File: config.mk
export PLATFORM = sky130hd
export DESIGN_NAME = fetch_unit_flat
export DESIGN_NICKNAME = d
export VERILOG_FILES = /design/src/rtl/fetch_unit_pkg.sv /design/src/rtl/fetch_unit_if.sv /design/src/rtl/fetch_unit_if_id_reg.sv /design/src/rtl/fetch_unit.sv /design/src/flat_wrapper.sv
export SDC_FILE = /design/constraint.sdc
export NUM_CORES = 1
export LEC_CHECK = 0
export BUFFER_PORTS_ARGS = -buffer_cell sky130_fd_sc_hd__buf_2
export CORE_MARGIN = 4
export CORE_UTILIZATION = 54
export DETAILED_ROUTE_END_ITERATION = 7
export HOLD_SLACK_MARGIN = 0.15
export PLACE_DENSITY = 0.95
export SETUP_SLACK_MARGIN = 0.2
export SLEW_MARGIN = 20
export SYNTH_ARGS = -nofsm -noshare
export SYNTH_HDL_FRONTEND = slang
export SYNTH_SLANG_ARGS = --single-unit
export TNS_END_PERCENT = 5
File: constraint.sdc
create_clock -name clk -period 3.1 [get_ports clk]
set_input_delay 0.465 -clock clk [delete_from_list [all_inputs] [get_ports clk]]
set_output_delay 0.465 -clock clk [all_outputs]
set_load 0.005 [all_outputs]
File: src/rtl/fetch_unit_pkg.sv
// rtl/fetch_unit_pkg.sv - shared pipeline types and defaults for the fetch stage
package fetch_unit_pkg;

    typedef enum logic {
        S_FETCH = 1'b0,
        S_HOLD  = 1'b1
    } fetch_state_t;

    localparam logic [31:0] DEFAULT_RESET_PC = 32'h0000_3000;
    localparam logic [31:0] DEFAULT_NOP_WORD = 32'h0000_0000;

    // Fetch addresses are always word aligned.
    function automatic logic [31:0] align_pc(input logic [31:0] pc);
        return pc & 32'hFFFF_FFFC;
    endfunction

endpackage

File: src/rtl/fetch_unit_if.sv
// rtl/fetch_unit_if.sv - instruction memory request/response bundle
interface fetch_unit_if;
    logic        imem_req;
    logic [31:0] imem_addr;
    logic        imem_ready;
    logic [31:0] imem_rdata;

    modport master (
        output imem_req,
        output imem_addr,
        input  imem_ready,
        input  imem_rdata
    );

    modport slave (
        input  imem_req,
        input  imem_addr,
        output imem_ready,
        output imem_rdata
    );
endinterface

File: src/rtl/fetch_unit_if_id_reg.sv
// rtl/fetch_unit_if_id_reg.sv - IF/ID pipeline register with stall, flush and bubble insertion
module if_id_reg
    import fetch_unit_pkg::*;
#(
    parameter logic [31:0] NOP_WORD = DEFAULT_NOP_WORD
) (
    input  logic        clk,
    input  logic        reset,
    input  logic        i_stall,
    input  logic        i_flush,
    input  logic        i_load,
    input  logic [31:0] i_instr,
    input  logic [31:0] i_pc,
    input  logic [31:0] i_pc4,
    output logic [31:0] o_instr,
    output logic [31:0] o_pc,
    output logic [31:0] o_pc4,
    output logic        o_valid
);

    logic [31:0] r_instr;
    logic [31:0] r_pc;
    logic [31:0] r_pc4;
    logic        r_valid;

    // Flush wins over stall; a bubble keeps the previous PC fields.
    always_ff @(posedge clk or negedge reset) begin
        if (!reset) begin
            r_instr <= NOP_WORD;
            r_pc    <= 32'h0;
            r_pc4   <= 32'h0;
            r_valid <= 1'b0;
        end else if (i_flush) begin
            r_instr <= NOP_WORD;
            r_valid <= 1'b0;
        end else if (!i_stall) begin
            if (i_load) begin
                r_instr <= i_instr;
                r_pc    <= i_pc;
                r_pc4   <= i_pc4;
                r_valid <= 1'b1;
            end else begin
                r_instr <= NOP_WORD;
                r_valid <= 1'b0;
            end
        end
    end

    assign o_instr = r_instr;
    assign o_pc    = r_pc;
    assign o_pc4   = r_pc4;
    assign o_valid = r_valid;

endmodule

File: src/rtl/fetch_unit.sv
// rtl/fetch_unit.sv - PC, fetch FSM and skid buffer feeding the IF/ID register
module fetch_unit
    import fetch_unit_pkg::*;
#(
    parameter logic [31:0] RESET_PC = DEFAULT_RESET_PC,
    parameter logic [31:0] NOP_WORD = DEFAULT_NOP_WORD
) (
    input  logic         clk,
    input  logic         reset,
    input  logic [31:0]  next_pc,
    input  logic         stall,
    input  logic         flush,
    fetch_unit_if.master imem,
    output logic [31:0]  PC4,
    output logic [31:0]  InstrD,
    output logic [31:0]  PCD,
    output logic [31:0]  PC4D,
    output logic         validD,
    output logic         fetch_busy
);

    fetch_state_t r_state;
    fetch_state_t w_state_nxt;
    logic [31:0]  r_pc;
    logic [31:0]  w_pc_nxt;
    logic [31:0]  r_buf;
    logic [31:0]  w_buf_nxt;
    logic         r_started;
    logic         w_req;
    logic         w_resp;
    logic         w_load;
    logic [31:0]  w_instr;

    // r_started keeps the request low until the first edge after reset release.
    assign w_req  = r_started && (r_state == S_FETCH);
    assign w_resp = w_req && imem.imem_ready;

    assign imem.imem_req  = w_req;
    assign imem.imem_addr = r_pc;
    assign PC4            = r_pc + 32'd4;
    assign fetch_busy     = w_req && !imem.imem_ready;

    always_ff @(posedge clk or negedge reset) begin
        if (!reset) begin
            r_state   <= S_FETCH;
            r_pc      <= align_pc(RESET_PC);
            r_buf     <= 32'h0;
            r_started <= 1'b0;
        end else begin
            r_state   <= w_state_nxt;
            r_pc      <= w_pc_nxt;
            r_buf     <= w_buf_nxt;
            r_started <= 1'b1;
        end
    end

    always_comb begin
        w_state_nxt = r_state;
        w_pc_nxt    = r_pc;
        w_buf_nxt   = r_buf;
        w_load      = 1'b0;
        w_instr     = imem.imem_rdata;
        if (flush) begin
            // Any response or buffered word this cycle is dropped.
            w_buf_nxt   = 32'h0;
            w_state_nxt = S_FETCH;
            if (!stall) begin
                w_pc_nxt = align_pc(next_pc);
            end
        end else begin
            case (r_state)
                S_FETCH: begin
                    if (w_resp) begin
                        if (!stall) begin
                            w_load   = 1'b1;
                            w_pc_nxt = align_pc(next_pc);
                        end else begin
                            w_buf_nxt   = imem.imem_rdata;
                            w_state_nxt = S_HOLD;
                        end
                    end
                end
                S_HOLD: begin
                    if (!stall) begin
                        w_load      = 1'b1;
                        w_instr     = r_buf;
                        w_pc_nxt    = align_pc(next_pc);
                        w_state_nxt = S_FETCH;
                    end
                end
                default: w_state_nxt = S_FETCH;
            endcase
        end
    end

    if_id_reg #(
        .NOP_WORD (NOP_WORD)
    ) u_if_id_reg (
        .clk     (clk),
        .reset   (reset),
        .i_stall (stall),
        .i_flush (flush),
        .i_load  (w_load),
        .i_instr (w_instr),
        .i_pc    (r_pc),
        .i_pc4   (PC4),
        .o_instr (InstrD),
        .o_pc    (PCD),
        .o_pc4   (PC4D),
        .o_valid (validD)
    );

endmodule

File: src/flat_wrapper.sv
// flat-port wrapper written by rule: the top's interface ports become plain ports
module fetch_unit_flat import fetch_unit_pkg::*;
#(
    parameter logic [31:0] RESET_PC = DEFAULT_RESET_PC,
    parameter logic [31:0] NOP_WORD = DEFAULT_NOP_WORD
)
  (clk, reset, next_pc, stall, flush, PC4, InstrD, PCD, PC4D, validD, fetch_busy, imem_imem_req, imem_imem_addr, imem_imem_ready, imem_imem_rdata);
  fetch_unit_if imem_i ();
  input  logic clk;
  input  logic reset;
  input  logic [31:0] next_pc;
  input  logic stall;
  input  logic flush;
  output logic [31:0] PC4;
  output logic [31:0] InstrD;
  output logic [31:0] PCD;
  output logic [31:0] PC4D;
  output logic validD;
  output logic fetch_busy;
  output wire logic [$bits(imem_i.imem_req)-1:0] imem_imem_req;
  output wire logic [$bits(imem_i.imem_addr)-1:0] imem_imem_addr;
  input wire logic [$bits(imem_i.imem_ready)-1:0] imem_imem_ready;
  input wire logic [$bits(imem_i.imem_rdata)-1:0] imem_imem_rdata;
  assign imem_imem_req = imem_i.imem_req;
  assign imem_imem_addr = imem_i.imem_addr;
  assign imem_i.imem_ready = imem_imem_ready;
  assign imem_i.imem_rdata = imem_imem_rdata;
  fetch_unit #(.RESET_PC(RESET_PC), .NOP_WORD(NOP_WORD)) u_core (.clk(clk), .reset(reset), .next_pc(next_pc), .stall(stall), .flush(flush), .imem(imem_i), .PC4(PC4), .InstrD(InstrD), .PCD(PCD), .PC4D(PC4D), .validD(validD), .fetch_busy(fetch_busy));
endmodule
==> results.ini <==
[outcome]
status=complete, no violations

[floorplanning]
row_count=40
initial_utilization_pct=56.2
ios=232
die_h_um=121
die_area_mm2=0.0146
core_area_mm2=0.0122
fp.dieW_um=121

[power_and_ir_drop]
ir_drop_uv=591
p_per_area_mw_per_mm2=671
finalPower_w=0.00587
leakagePower_nw=4.36

[sta]
fin_crit_sh_pct=91.1
setup_violations=0
tns_ns=0
finalHoldViolCount=0
clock-skew-final_ns=0.0144
slew_headroom_pct=59.6
rsz0062_at_grt=true
fmax_mhz=354
slew_violations=0
period_minus_slack_ns=2.83
tightest_slew_ns=0.605

[flow_run]
maxCapViolations=0

[clocking]
cts_tree=yes
numCtsBuffers=17
htree_levels=4
insertion_delay_ns=0.43
clkTransAtPathRegs_ns=0.06
clock_sinks=157
clockBufferDepth=2
root_buffer=clkbuf_16

[yosys]
synth_seq_area_share_pct=57.3
syn_inst=640
synthMuxAreaShare_pct=10.4
synth_top_family_by_area=simple AND/OR/NAND/NOR gates
yosysTopAreaCell=dfrtp_1
synth_top_flop_cell=dfrtp_1
synth-compound-area-share_pct=10.1
synth_adder_area_share_pct=0.182
synth_simple_gate_area_share_pct=16.1
async_flop_share_pct=100
ys_seq_elements=157
syn_area_per_cell_um2=10.7
synth_area_leaders=dfrtp_1, nand2_1, mux2_2
yosys_warnings=0
synth_edf_count=0
synth.distinct_cells=42
syn-cell-area_mm2=0.00687
synth_xor_area_share_pct=1.79
synth_top_cell_area_share_pct=56.5

[detailed_routing]
routed.top_layer=met4
dr.first_iter.drc_count=652
viasPerCell=5.69
first_pass_iters=5
met2_length_um=9570
wl_met3_um=1860
wl_met1_um=7690
ant_nets=0
routed_wl_um=19500
num_vias=5863
routedWlPerCell_um=19.0
route.detailed.drc=0

[setup_path]
cp.arrival_ns=2.36
crit_chain=ha_1 > and2_2 > nand4_4 > or4b_4 > nand2_1 > buf_2
slowest_delay_ns=0.56
crit_fanout=7
crit_path_top_delay_cell=or4b_4
critPathKind=reg2out
end_kind=output pin
cp_data_required_time_ns=2.63
startpoint_type=register

[finish]
multiInputGateArea_mm2=0.00271
regArea_mm2=0.00393
nets=920
drive_gt1_share_pct=37.0
nFillCells=834
syn2layout_area_growth_pct=27.4
diodes=0

[grt]
grt_pass1_wl_um=31200
grt_pass1_vias=6070
grt_overflow=0
grt_usage_pct=27.1
antenna_found_initial=0
grt_max_degree=69

[placement]
gp_congestion=0.836
dp_hpwl_um=13400
io_buffers=221

[worst_hold_path]
hold_path_class=in2reg

## metrics by stage
stage          setup WS (ns)  hold slack, ns  utilization [%]  instances  area (um2)
2_1_floorplan           1.07           0.169                -        647        6890
3_3_place_gp           0.620           0.453             66.2        995        8080
3_5_place_dp           0.603           0.457             66.2        995        8080
4_1_cts                0.279           0.238             71.5       1030        8740
5_1_grt                0.151           0.245             71.6       1031        8740
6_report               0.275           0.249             71.6       1031        8740
## registers in the layout, summed over array words and instances (netlist names)
signal and count:
u_core.r_started 1, u_core.u_if_id_reg.o_pc4 30, u_core.u_if_id_reg.o_pc 30, u_core.imem.imem_addr 30, u_core.u_if_id_reg.o_instr 32, u_core.r_state 1
u_core.u_if_id_reg.o_valid 1, u_core.r_buf 32
## logic make-up (layout without fill, tap and decap cells)
kind of cell    count (synthesis)  count (layout)
buf+inv                        56             272
fa+ha+maj                       1               1
simple gates                  237             237
mux                            67              67
compound gates                106             106
flops                         157             157
xor+xnor                       14              14
other cells                     2               9
## critical path, delay by kind of cell (launching register included)
| kind | cells | cell delay [ns] |
|---|---|---|
| AND/OR/NAND/NOR | 4 | 1.06 |
| adder cells (fa/ha/maj) | 1 | 0.28 |
| buffers and inverters | 1 | 0.13 |
| flip-flops | 1 | 0.46 |
## Yosys cell counts, types with 3 or more instances
cell	instances
dfrtp_1	155
nand2_1	153
o21ai_0	48
mux2_2	35
a22o_1	32
mux2i_1	32
clkbuf_1	24
nor2_1	21
a31oi_1	15
nand4_1	15
buf_2	12
nand3_1	10
xnor2_1	10
buf_4	9
or3_1	7
and3_1	5
inv_1	5
o31ai_1	5
nor2b_1	4
or4_1	4
xor2_1	4
and4_1	3
buf_1	3
buf_6	3
## report_power, final
part	total (W)	switching, W	leakage (nW)	internal [W]
logic	0.00105	0.000555	2.06	0.000499
clock network	0.00221	0.000840	0.297	0.00137
registers	0.00261	0.000261	2.00	0.00235
total	0.00587	0.00166	4.36	0.00421
## area by class of cell
| class | count | share of cell area (%) |
|---|---|---|
| Multi-Input combinational cell | 434 | 31.0 |
| Inverter | 5 | 0.215 |
| Sequential cell | 157 | 45.0 |
| Clock inverter | 11 | 1.92 |
| Clock buffer | 21 | 5.15 |
| Tap cell | 168 | 2.40 |
| Timing Repair Buffer | 235 | 14.4 |
## layer usage
metal	GRT usage, %	vias up
met5	0	-
met4	9.77	0
met3	8.19	41
met2	44.7	329
met1	34.0	2872
li1	-	2621
## placed cells by master (no fill, tap or decap), drive strengths merged, types with 6 or more instances in the layout
master | synthesis | routed
clkbuf | 24 | 21
mux2 | 35 | 35
or4 | 6 | 6
dfrtp | 155 | 155
nand2 | 154 | 154
o21ai | 48 | 48
a22o | 32 | 32
nand4 | 16 | 16
a31oi | 15 | 15
nor2 | 21 | 21
xnor2 | 10 | 10
conb | 2 | 9
buf | 27 | 234
mux2i | 32 | 32
nand3 | 10 | 10
or3 | 7 | 7
## timing repair
item | 4_1_cts | 5_1_grt
hold buffers | 1 | 0
gates resized for setup | 1 | 0
endpoints found under the setup margin | 4 | 10
buffers inserted | 2 | 1
pin swaps | 0 | 1
endpoints found under the hold margin | 63 | 0
## path summary, 6_finish.rpt
kind | start | endpoint | slack (ns) | cells after the start
max | u_core.imem.imem_addr[2]$_DFFE_PN0P_ | PC4[30] | 0.27 | 6
min | next_pc[27] | u_core.imem.imem_addr[27]$_DFFE_PN0P_ | 0.25 | 3
max reg2reg | u_core.imem.imem_addr[2]$_DFFE_PN0P_ | u_core.u_if_id_reg.o_pc4[26]$_DFFE_PN0P_ | 1.05 | 6
min reg2reg | u_core.u_if_id_reg.o_pc[8]$_DFFE_PN0P_ | u_core.u_if_id_reg.o_pc[8]$_DFFE_PN0P_ | 0.47 | 2
max in group asynchronous | reset | u_core.imem.imem_addr[12]$_DFFE_PN1P_ | 1.66 | 3
min in group asynchronous | reset | u_core.u_if_id_reg.o_instr[19]$_DFFE_PN0P_ | 0.60 | 2
No activity file was read; power rests on OpenSTA's default activity.
